$ cat config.mk
export PLATFORM = sky130hd
export DESIGN_NAME = iq_snap_ctrl
export DESIGN_NICKNAME = d
export VERILOG_FILES = /design/src/rtl/iq_snap_ctrl.sv
export SDC_FILE = /design/constraint.sdc
export NUM_CORES = 1
export LEC_CHECK = 0
export CAP_MARGIN = 20
export CORE_UTILIZATION = 52
export CTS_BUF_LIST = sky130_fd_sc_hd__clkbuf_4 sky130_fd_sc_hd__clkbuf_8
export DETAILED_ROUTE_END_ITERATION = 6
export GPL_TIMING_DRIVEN = 0
export PLACE_DENSITY = 0.8
export SLEW_MARGIN = 10
export SYNTH_ARGS = -nofsm -noshare
export SYNTH_HDL_FRONTEND = slang
export SYNTH_SLANG_ARGS = --single-unit
$ cat constraint.sdc
create_clock -name aclk -period 3.2 [get_ports aclk]
set_input_delay 0.64 -clock aclk [delete_from_list [all_inputs] [get_ports aclk]]
set_output_delay 0.64 -clock aclk [all_outputs]
set_load 0.03 [all_outputs]
$ cat src/rtl/iq_snap_ctrl.sv
// Snapshot sequencer for the 4-channel I/Q product datapath: clears the accumulator,
// admits num_snap aligned beats, accumulates num_snap products. Watchdog: IQ_SNAP_CTRL_TIMEOUT_EN.
module iq_snap_ctrl #(
  parameter int CNT_W       = 16,
  parameter int TIMEOUT_CYC = 4096
) (
  input  logic             aclk,
  input  logic             aresetn,
  input  logic             start,
  input  logic             ack,
  input  logic [CNT_W-1:0] num_snap,
  input  logic [7:0]       ch_valid,
  output logic [7:0]       ch_ready,
  input  logic             prod_valid,
  output logic             acc_clr,
  output logic             acc_en,
  output logic             busy,
  output logic             done,
  output logic [CNT_W-1:0] snap_cnt,
  output logic             align_err,
  output logic             timeout
);

  typedef enum logic [2:0] {
    S_IDLE,
    S_CLR,
    S_ACCUM,
    S_DRAIN,
    S_DONE
  } state_t;

  state_t           state, state_nx;
  logic [CNT_W-1:0] nsnap_r, nsnap_nx;
  logic [CNT_W-1:0] in_cnt, in_cnt_nx;
  logic [CNT_W-1:0] snap_cnt_r, snap_cnt_nx;
  logic             align_r, align_nx;
  logic             tmo_r, tmo_nx;
  logic             busy_r;
  logic             all_valid, partial_valid, admit, acc_en_c, wd_fire;

  // Ready is a function of valid so that all eight streams move in the same cycle.
  always_comb begin
    all_valid     = &ch_valid;
    partial_valid = (|ch_valid) && !all_valid;
    admit         = (state == S_ACCUM) && all_valid && (in_cnt < nsnap_r);
    acc_en_c      = prod_valid && ((state == S_ACCUM) || (state == S_DRAIN))
                    && (snap_cnt_r < nsnap_r);
  end

`ifdef IQ_SNAP_CTRL_TIMEOUT_EN
  localparam int WD_W = $clog2(TIMEOUT_CYC + 1);

  logic [WD_W-1:0] wd_cnt, wd_nx;

  always_comb begin
    wd_nx   = '0;
    wd_fire = 1'b0;
    if (((state == S_ACCUM) || (state == S_DRAIN)) && !admit && !acc_en_c) begin
      if (wd_cnt == WD_W'(TIMEOUT_CYC - 1)) wd_fire = 1'b1;
      else                                  wd_nx   = wd_cnt + WD_W'(1);
    end
  end

  always_ff @(posedge aclk or negedge aresetn) begin
    if (!aresetn) wd_cnt <= '0;
    else          wd_cnt <= wd_nx;
  end
`else
  logic unused_cfg;
  assign unused_cfg = (TIMEOUT_CYC == 0);
  assign wd_fire    = 1'b0;
`endif

  // NOTE: every variable assigned in this block gets a default first, so no path
  // leaves one unassigned and no latch is inferred.
  always_comb begin
    state_nx    = state;
    nsnap_nx    = nsnap_r;
    in_cnt_nx   = in_cnt;
    snap_cnt_nx = snap_cnt_r;
    align_nx    = align_r;
    tmo_nx      = tmo_r;

    if (admit)    in_cnt_nx   = in_cnt + CNT_W'(1);
    if (acc_en_c) snap_cnt_nx = snap_cnt_r + CNT_W'(1);

    unique case (state)
      S_IDLE: begin
        if (start) begin
          nsnap_nx    = num_snap;
          in_cnt_nx   = '0;
          snap_cnt_nx = '0;
          align_nx    = 1'b0;
          tmo_nx      = 1'b0;
          state_nx    = S_CLR;
        end
      end
      S_CLR:   state_nx = (nsnap_r == '0) ? S_DONE : S_ACCUM;
      S_ACCUM: begin
        if (partial_valid)                     align_nx = 1'b1;
        if (admit && (in_cnt_nx == nsnap_r))   state_nx = S_DRAIN;
      end
      // Post-increment compare: the product accepted this cycle can finish the capture.
      S_DRAIN: if (snap_cnt_nx == nsnap_r) state_nx = S_DONE;
      S_DONE:  if (ack) state_nx = S_IDLE;
      default: state_nx = S_IDLE;
    endcase

    if (wd_fire) begin
      tmo_nx   = 1'b1;
      state_nx = S_DONE;
    end
  end

  // NOTE: sequential state uses non-blocking assignments so every register samples
  // the pre-edge values, independent of statement order.
  always_ff @(posedge aclk or negedge aresetn) begin
    if (!aresetn) begin
      state      <= S_IDLE;
      nsnap_r    <= '0;
      in_cnt     <= '0;
      snap_cnt_r <= '0;
      align_r    <= 1'b0;
      tmo_r      <= 1'b0;
      busy_r     <= 1'b0;
    end else begin
      state      <= state_nx;
      nsnap_r    <= nsnap_nx;
      in_cnt     <= in_cnt_nx;
      snap_cnt_r <= snap_cnt_nx;
      align_r    <= align_nx;
      tmo_r      <= tmo_nx;
      busy_r     <= (state_nx != S_IDLE);
    end
  end

  assign ch_ready  = {8{admit}};
  assign acc_clr   = (state == S_CLR);
  assign acc_en    = acc_en_c;
  assign busy      = busy_r;
  assign done      = (state == S_DONE);
  assign snap_cnt  = snap_cnt_r;
  assign align_err = align_r;
  assign timeout   = tmo_r;

endmodule
### After elaboration in Yosys (flattened, before gate mapping)

Cells that the tools add are included.

| operators by class | value |
|---|---|
| magnitude comparators | 2 |
| reduce and logical (&&, ||, !) cells | 16 |
| eq/ne operators | 8 |
| $add $sub $neg | 2 |
| mux-type cells | 15 |

Operators with widths:

| cell | number |
|---|---|
| 2-to-1 mux 16 bit | 6 |
| adder 16 x 1 -> 16 bit, second input constant | 2 |
| equality test 16 bit | 2 |
| less-than comparator 16 bit | 2 |
| logical NOT 16 bit | 1 |
| 2-to-1 mux 3 bit | 5 |
| case mux 3 bit (5 select lines) | 1 |
| AND reduction 8 bit | 1 |
| OR reduction 8 bit | 1 |
| equality test 3 x 2 -> 1 bit, second input constant | 2 |
| logical AND 1 bit | 6 |
| != test 2 bit, second input constant | 2 |
| equality test 3 x 1 -> 1 bit, second input constant | 1 |
| equality test 3 bit, second input constant | 1 |
| logical NOT 3 bit | 1 |
| AND reduction 3 bit | 1 |
| nonzero test 3 bit | 1 |
| 2-to-1 mux 1 bit | 2 |
| case mux 1 bit (2 select lines) | 1 |
| AND reduction 2 bit | 1 |
| nonzero test 2 bit | 1 |
| logical NOT 1 bit | 1 |
| logical OR 1 bit | 1 |

| word-level totals | value |
|---|---|
| input bits | 29 |
| logic and storage cells | 49 |
| output and inout port bits | 30 |
| bits in registers | 53 |

### Logic depth before layout (Yosys ltp)

| depth | value |
|---|---|
| depth after elaboration | 9 |
| gate-level depth with buffers | 14 |
| gate-level depth less buffers | 11 |

### Worst setup path after synthesis

OpenSTA, ideal clock, no wires.

| timing | value |
|---|---|
| path type | reg-to-reg |
| from | register snap_cnt_r[1], in the netlist snap_cnt[1] |
| to | register state[2] |
| cell stages (with the launch flop) | 12 |
| period minus slack after synthesis | 3.454 ns |
| data arrival time | 3.386 ns |
| setup slack | -0.254 ns |
| library setup time | 0.069 ns |
| data required time | 3.131 ns |
| path buffers | 2 |
| cell sequence | dfrtp_1 ha_1 a2111o_1 a311o_1 buf_6 a21oi_1 buf_2 nand2_1 a221oi_1 nand4_1 or4_1 nand3_1 |

| on the way | value |
|---|---|
| longest elaborated chain between the ends | 6 |
| elaborated cells between the ends (all ways) | 7 |
| classes of those cells | 1 x add/sub; 1 x order compare; 1 x eq/ne; 3 x mux; 1 x reduce/logical |

RTL lines:

| item | line | source |
|---|---|---|
| start: declaration | 35 | `logic [CNT_W-1:0] snap_cnt_r, snap_cnt_nx;` |
| start signal: assignment | 130 | `snap_cnt_r <= snap_cnt_nx;` |
| less-than comparator 16 bit | 47 | `&& (snap_cnt_r < nsnap_r);` |
| logical AND 1 bit | 47 |  |
| net acc_en | 16 | `output logic acc_en,` |
| 2-to-1 mux 16 bit | 85 | `if (acc_en_c) snap_cnt_nx = snap_cnt_r + CNT_W'(1);` |
| equality test 16 bit | 104 | `S_DRAIN: if (snap_cnt_nx == nsnap_r) state_nx = S_DONE;` |
| 2-to-1 mux 3 bit | 104 |  |
| case mux 3 bit (5 select lines) | 87 | `unique case (state)` |
| net state_nx[2] | 32 | `state_t state, state_nx;` |
| end signal: assignment | 127 | `state <= state_nx;` |
| end: declaration | 32 |  |

The timed path passes the listed nets, and every way through them passes these cells.
A chain may end at the register's enable or synchronous reset.

### Worst setup path in the final report

| timing | value |
|---|---|
| from | register nsnap_r[9] |
| to | register state[2] |

| on the way | value |
|---|---|
| longest elaborated chain between the ends | 7 |
| elaborated cells between the ends (all ways) | 14 |
| classes of those cells | 2 x order compare; 2 x eq/ne; 6 x mux; 4 x reduce/logical |

RTL lines:

| item | line | source |
|---|---|---|
| start: declaration | 33 | `logic [CNT_W-1:0] nsnap_r, nsnap_nx;` |
| start signal: assignment | 128 | `nsnap_r <= nsnap_nx;` |
| less-than comparator 16 bit | 45 | `admit = (state == S_ACCUM) && all_valid && (in_cnt < nsnap_r);` |
| logical AND 1 bit | 45 |  |
| 2-to-1 mux 16 bit | 84 | `if (admit) in_cnt_nx = in_cnt + CNT_W'(1);` |
| equality test 16 bit | 101 | `if (admit && (in_cnt_nx == nsnap_r)) state_nx = S_DRAIN;` |
| logical AND 1 bit | 101 |  |
| 2-to-1 mux 3 bit | 101 |  |
| case mux 3 bit (5 select lines) (*) | 87 |  |
| net state_nx[2] | 32 |  |

Mark *: on every way through the listed nets, which the timed path passes. The rest lies on a longest branch.

==> results.yml <==
setup_path:
  crit_path_end_kind: "flip-flop"
  critPathTopFamily: "compound AO/OA/AOI/OAI gates"
  reg2reg_depth: 12
  crit_buf_inv: 2
  worstSetupPathType: "reg2reg"
  cp_slowest_cell: "or4_4"
  r2r-end: "state[2]"
  crit_required_ns: 3.45
  cp_max_fo: 6
  crit_path_start: "nsnap_r[9]"
  start_kind: "flip-flop"
  critical-path-max-stage-delay_ns: 0.50
  r2r-start: "nsnap_r[9]"
  ff2ff_setup_slack_ns: -0.19
  critPathArrivalTime_ns: 3.64
  crit_chain: "inv_4 > ha_4 > a21oi_2 > o21ai_2 > a311o_1 > buf_6 > a211oi_4 > xnor2_1 > a221o_1 > or4_4 > or4_1 > nand3_1"
detailed_routing:
  first_pass_iters: 5
  wl_per_cell_um: 20.3
  drt-total-wl_mm: 14.5
  via_per_inst: 6.16
  num_vias: 4402
  first_iter_violations: 392
  drc: 0
  ant_nets: 0
sta:
  setup_viol: 10
  hold_viol_final: 0
  setup_tns_ns: -0.842
  tightest_slew_ns: 0.674
  slew_violations: 0
  slew_headroom_pct: 55.0
  whs_ns: 0.330
  fin_ws_ns: -0.190
  finalClockSkew_ns: 0.00525
  period_needed_ns: 3.39
  rsz0062_at_grt: "true"
  finalCritPeriodShare_pct: 106
  fmaxAchievable_mhz: 295
yosys:
  synth_top_area_share_pct: 31.4
  ys_ff_latch: 53
  synth-edff-count: 0
  seq_area_frac_synth_pct: 31.4
  synthFlopType: "dfrtp_1"
  synthesis.nets: 566
  synthTopCellsByArea: "dfrtp_1 31%, ha_1 9.5%, xnor2_1 7.5%"
  ys.warnings.count: 0
  yosys.area.top_type: "dfrtp_1"
  synthArstFlopShare_pct: 100
  syn-mean-instance-area_um2: 8.36
  synth_cells: 505
  synth.distinct_cells: 59
  netlist_area_um2: 4220
global_route:
  grt_max_degree: 30
  first_global_vias: 4400
  track_usage_pct: 35.5
  antenna_found_initial: 0
  grt-ovfl-total: 0
  grt_first_pass_wirelength_mm: 22.9
floorplanning:
  die_h_um: 92.1
  die_x_um: 92.1
  die-area_um2: 8490
  core-area_um2: 7810
  rows: 32
  initial_core_util_pct: 54.1
  ioPinCount: 59
finish:
  final_util_pct: 73.4
  nets: 673
  drive_above_1_share_pct: 23.2
  antennaDiodeCount: 0
  area_growth_syn_to_layout_pct: 35.6
  finalInstanceArea_um2: 5730
run:
  cap_violations: 0
clock_network:
  clk_pin_slew_ns: 0.10
  cts_num_sinks: 53
  hold_buffers: 0
  clkLatencyLatePin_ns: 0.31
  cts_made_buffers: 5
  cts_tree: "done"
  cts_root_buf: "clkbuf_8"
  htree_levels: 2
  max-clock-path-buffers: 2
run_status:
  outcome: "complete, but fails checks"
  violations: "negative setup slack"
place:
  dpl.hpwl_mm: 10.1
  dpl-instance-area_um2: 4980
  dpl_worst_slack_ns: -0.894
  gp_congestion: 0.991
  port_buffers: 57
pwr:
  p_per_area_nw_per_um2: 551
  leakagePower_nw: 2.35
  vdd_drop_max_uv: 510
worst_hold_path:
  hp-class: "in2async"
[cell type report]
cell class / instances / area (µm²)
buffer: 23 / 179
clock buffer: 7 / 96.3
clock inverter: 1 / 5.00
fill: 635 / 2080
inverter: 26 / 119
multi-input combinational: 399 / 2900
sequential: 53 / 1350
tap: 102 / 128
timing repair buffer: 104 / 951
[worst register-to-register path, cell delays in order, from the launching register on]
cell	delay, ns
dfrtp_2	0.44
inv_4	0.09
ha_4	0.21
a21oi_2	0.17
o21ai_2	0.12
a311o_1	0.34
buf_6	0.15
a211oi_4	0.28
xnor2_1	0.12
a221o_1	0.38
or4_4	0.51
or4_1	0.42
nand3_1	0.10
[cell families (layout without fill, tap and decap cells)]
group	after synthesis	after routing	share of synthesized area [%]
compound gates	101	101	16.2
xor+xnor	51	51	11.2
fa+ha+maj	32	32	9.48
buf+inv	53	161	5.72
flops	53	53	31.4
mux	3	3	0.711
other cells	1	1	0.0888
simple gates	211	211	25.1
[per-stage QoR]
step | power [mW] | std cells
finish | 3.16 | 715
global route | 3.34 | 715
CTS | 3.08 | 711
detailed placement | 2.33 | 666
global placement | 2.27 | 664
floorplan | 1.87 | 505
[cells in the final DEF (no fill, tap or decap), types with 5 or more instances in the layout]
cell type | Yosys | final
nor4_1 | 8 | 7
nand3_1 | 21 | 21
nand2b_1 | 6 | 6
o21ai_0 | 23 | 19
dfrtp_2 | 0 | 18
and4_1 | 6 | 6
nor2_1 | 51 | 50
ha_1 | 32 | 25
clkbuf_1 | 16 | 11
nor3_1 | 14 | 12
clkbuf_8 | 0 | 8
buf_6 | 1 | 22
clkdlybuf4s50_1 | 0 | 47
inv_1 | 25 | 15
nand2_1 | 48 | 47
buf_4 | 9 | 41
a211oi_1 | 5 | 5
and2_1 | 6 | 6
a31oi_1 | 5 | 5
xor2_1 | 13 | 13
and3_1 | 9 | 9
a21oi_1 | 32 | 27
ha_4 | 0 | 5
nand4_1 | 23 | 23
xnor2_1 | 36 | 35
dfrtp_1 | 53 | 35
inv_2 | 1 | 5
[power breakdown]
group	total [mW]	internal (mW)	switching, mW
logic	1.76	0.792	0.972
registers	0.969	0.805	0.164
clock network	0.424	0.196	0.227
[how the worst max path moves through the flow]
stage	end	cells past startpoint	slack, ns
2_1_floorplan	state[2]	13	-0.007
3_3_place_gp	ch_ready[5]	10	-1.18
3_5_place_dp	state[2]	10	-0.89
4_1_cts	state[0]	12	-0.18
5_1_grt	state[0]	13	-0.28
6_report	state[2]	12	-0.19
[registers in the layout, indices dropped and copies added, names as in the netlist]
signal / flops
align_err: 1
busy: 1
in_cnt: 16
nsnap_r: 16
snap_cnt: 16
state: 3
[synth_stat cells (2+ instances only)]
cell type,n
a311oi_1,4
o21ai_0,23
a2111o_1,2
nand2b_1,6
nor2_1,51
a21oi_1,32
nand4_1,23
and2_1,6
nand2_1,48
clkbuf_1,16
a211oi_4,2
and3_1,9
o221a_2,2
o211ai_1,4
xnor2_1,36
or4_1,2
xnor3_1,2
dfrtp_1,53
xor2_1,13
a2bb2oi_1,2
and4_1,6
mux2i_1,3
nand3_1,21
ha_1,32
a211oi_1,5
nand3b_1,4
a2111oi_0,2
inv_1,25
buf_4,9
or3_1,6
nor3_1,14
nor4_1,8
or2_2,2
a31oi_1,5
a221oi_1,3
[per-layer routing]
metal | global-route usage [%] | vias up | wire [µm]
met1 | 45.7 | 2080 | 5860
met5 | 0 | - | 0
li1 | - | 2040 | -
met4 | 13.5 | 0 | 642
met3 | 7.63 | 57 | 1180
met2 | 58.1 | 225 | 6830
[repair_timing]
| action | in CTS | in global routing |
|---|---|---|
| buffers inserted | 39 | 6 |
| gates resized for setup | 120 | 30 |
| gates cloned | 0 | 0 |
| endpoints found under the setup margin | 14 | 13 |
| pin swaps | 25 | 13 |
Note: power is estimated with default switching activity, not from simulation.
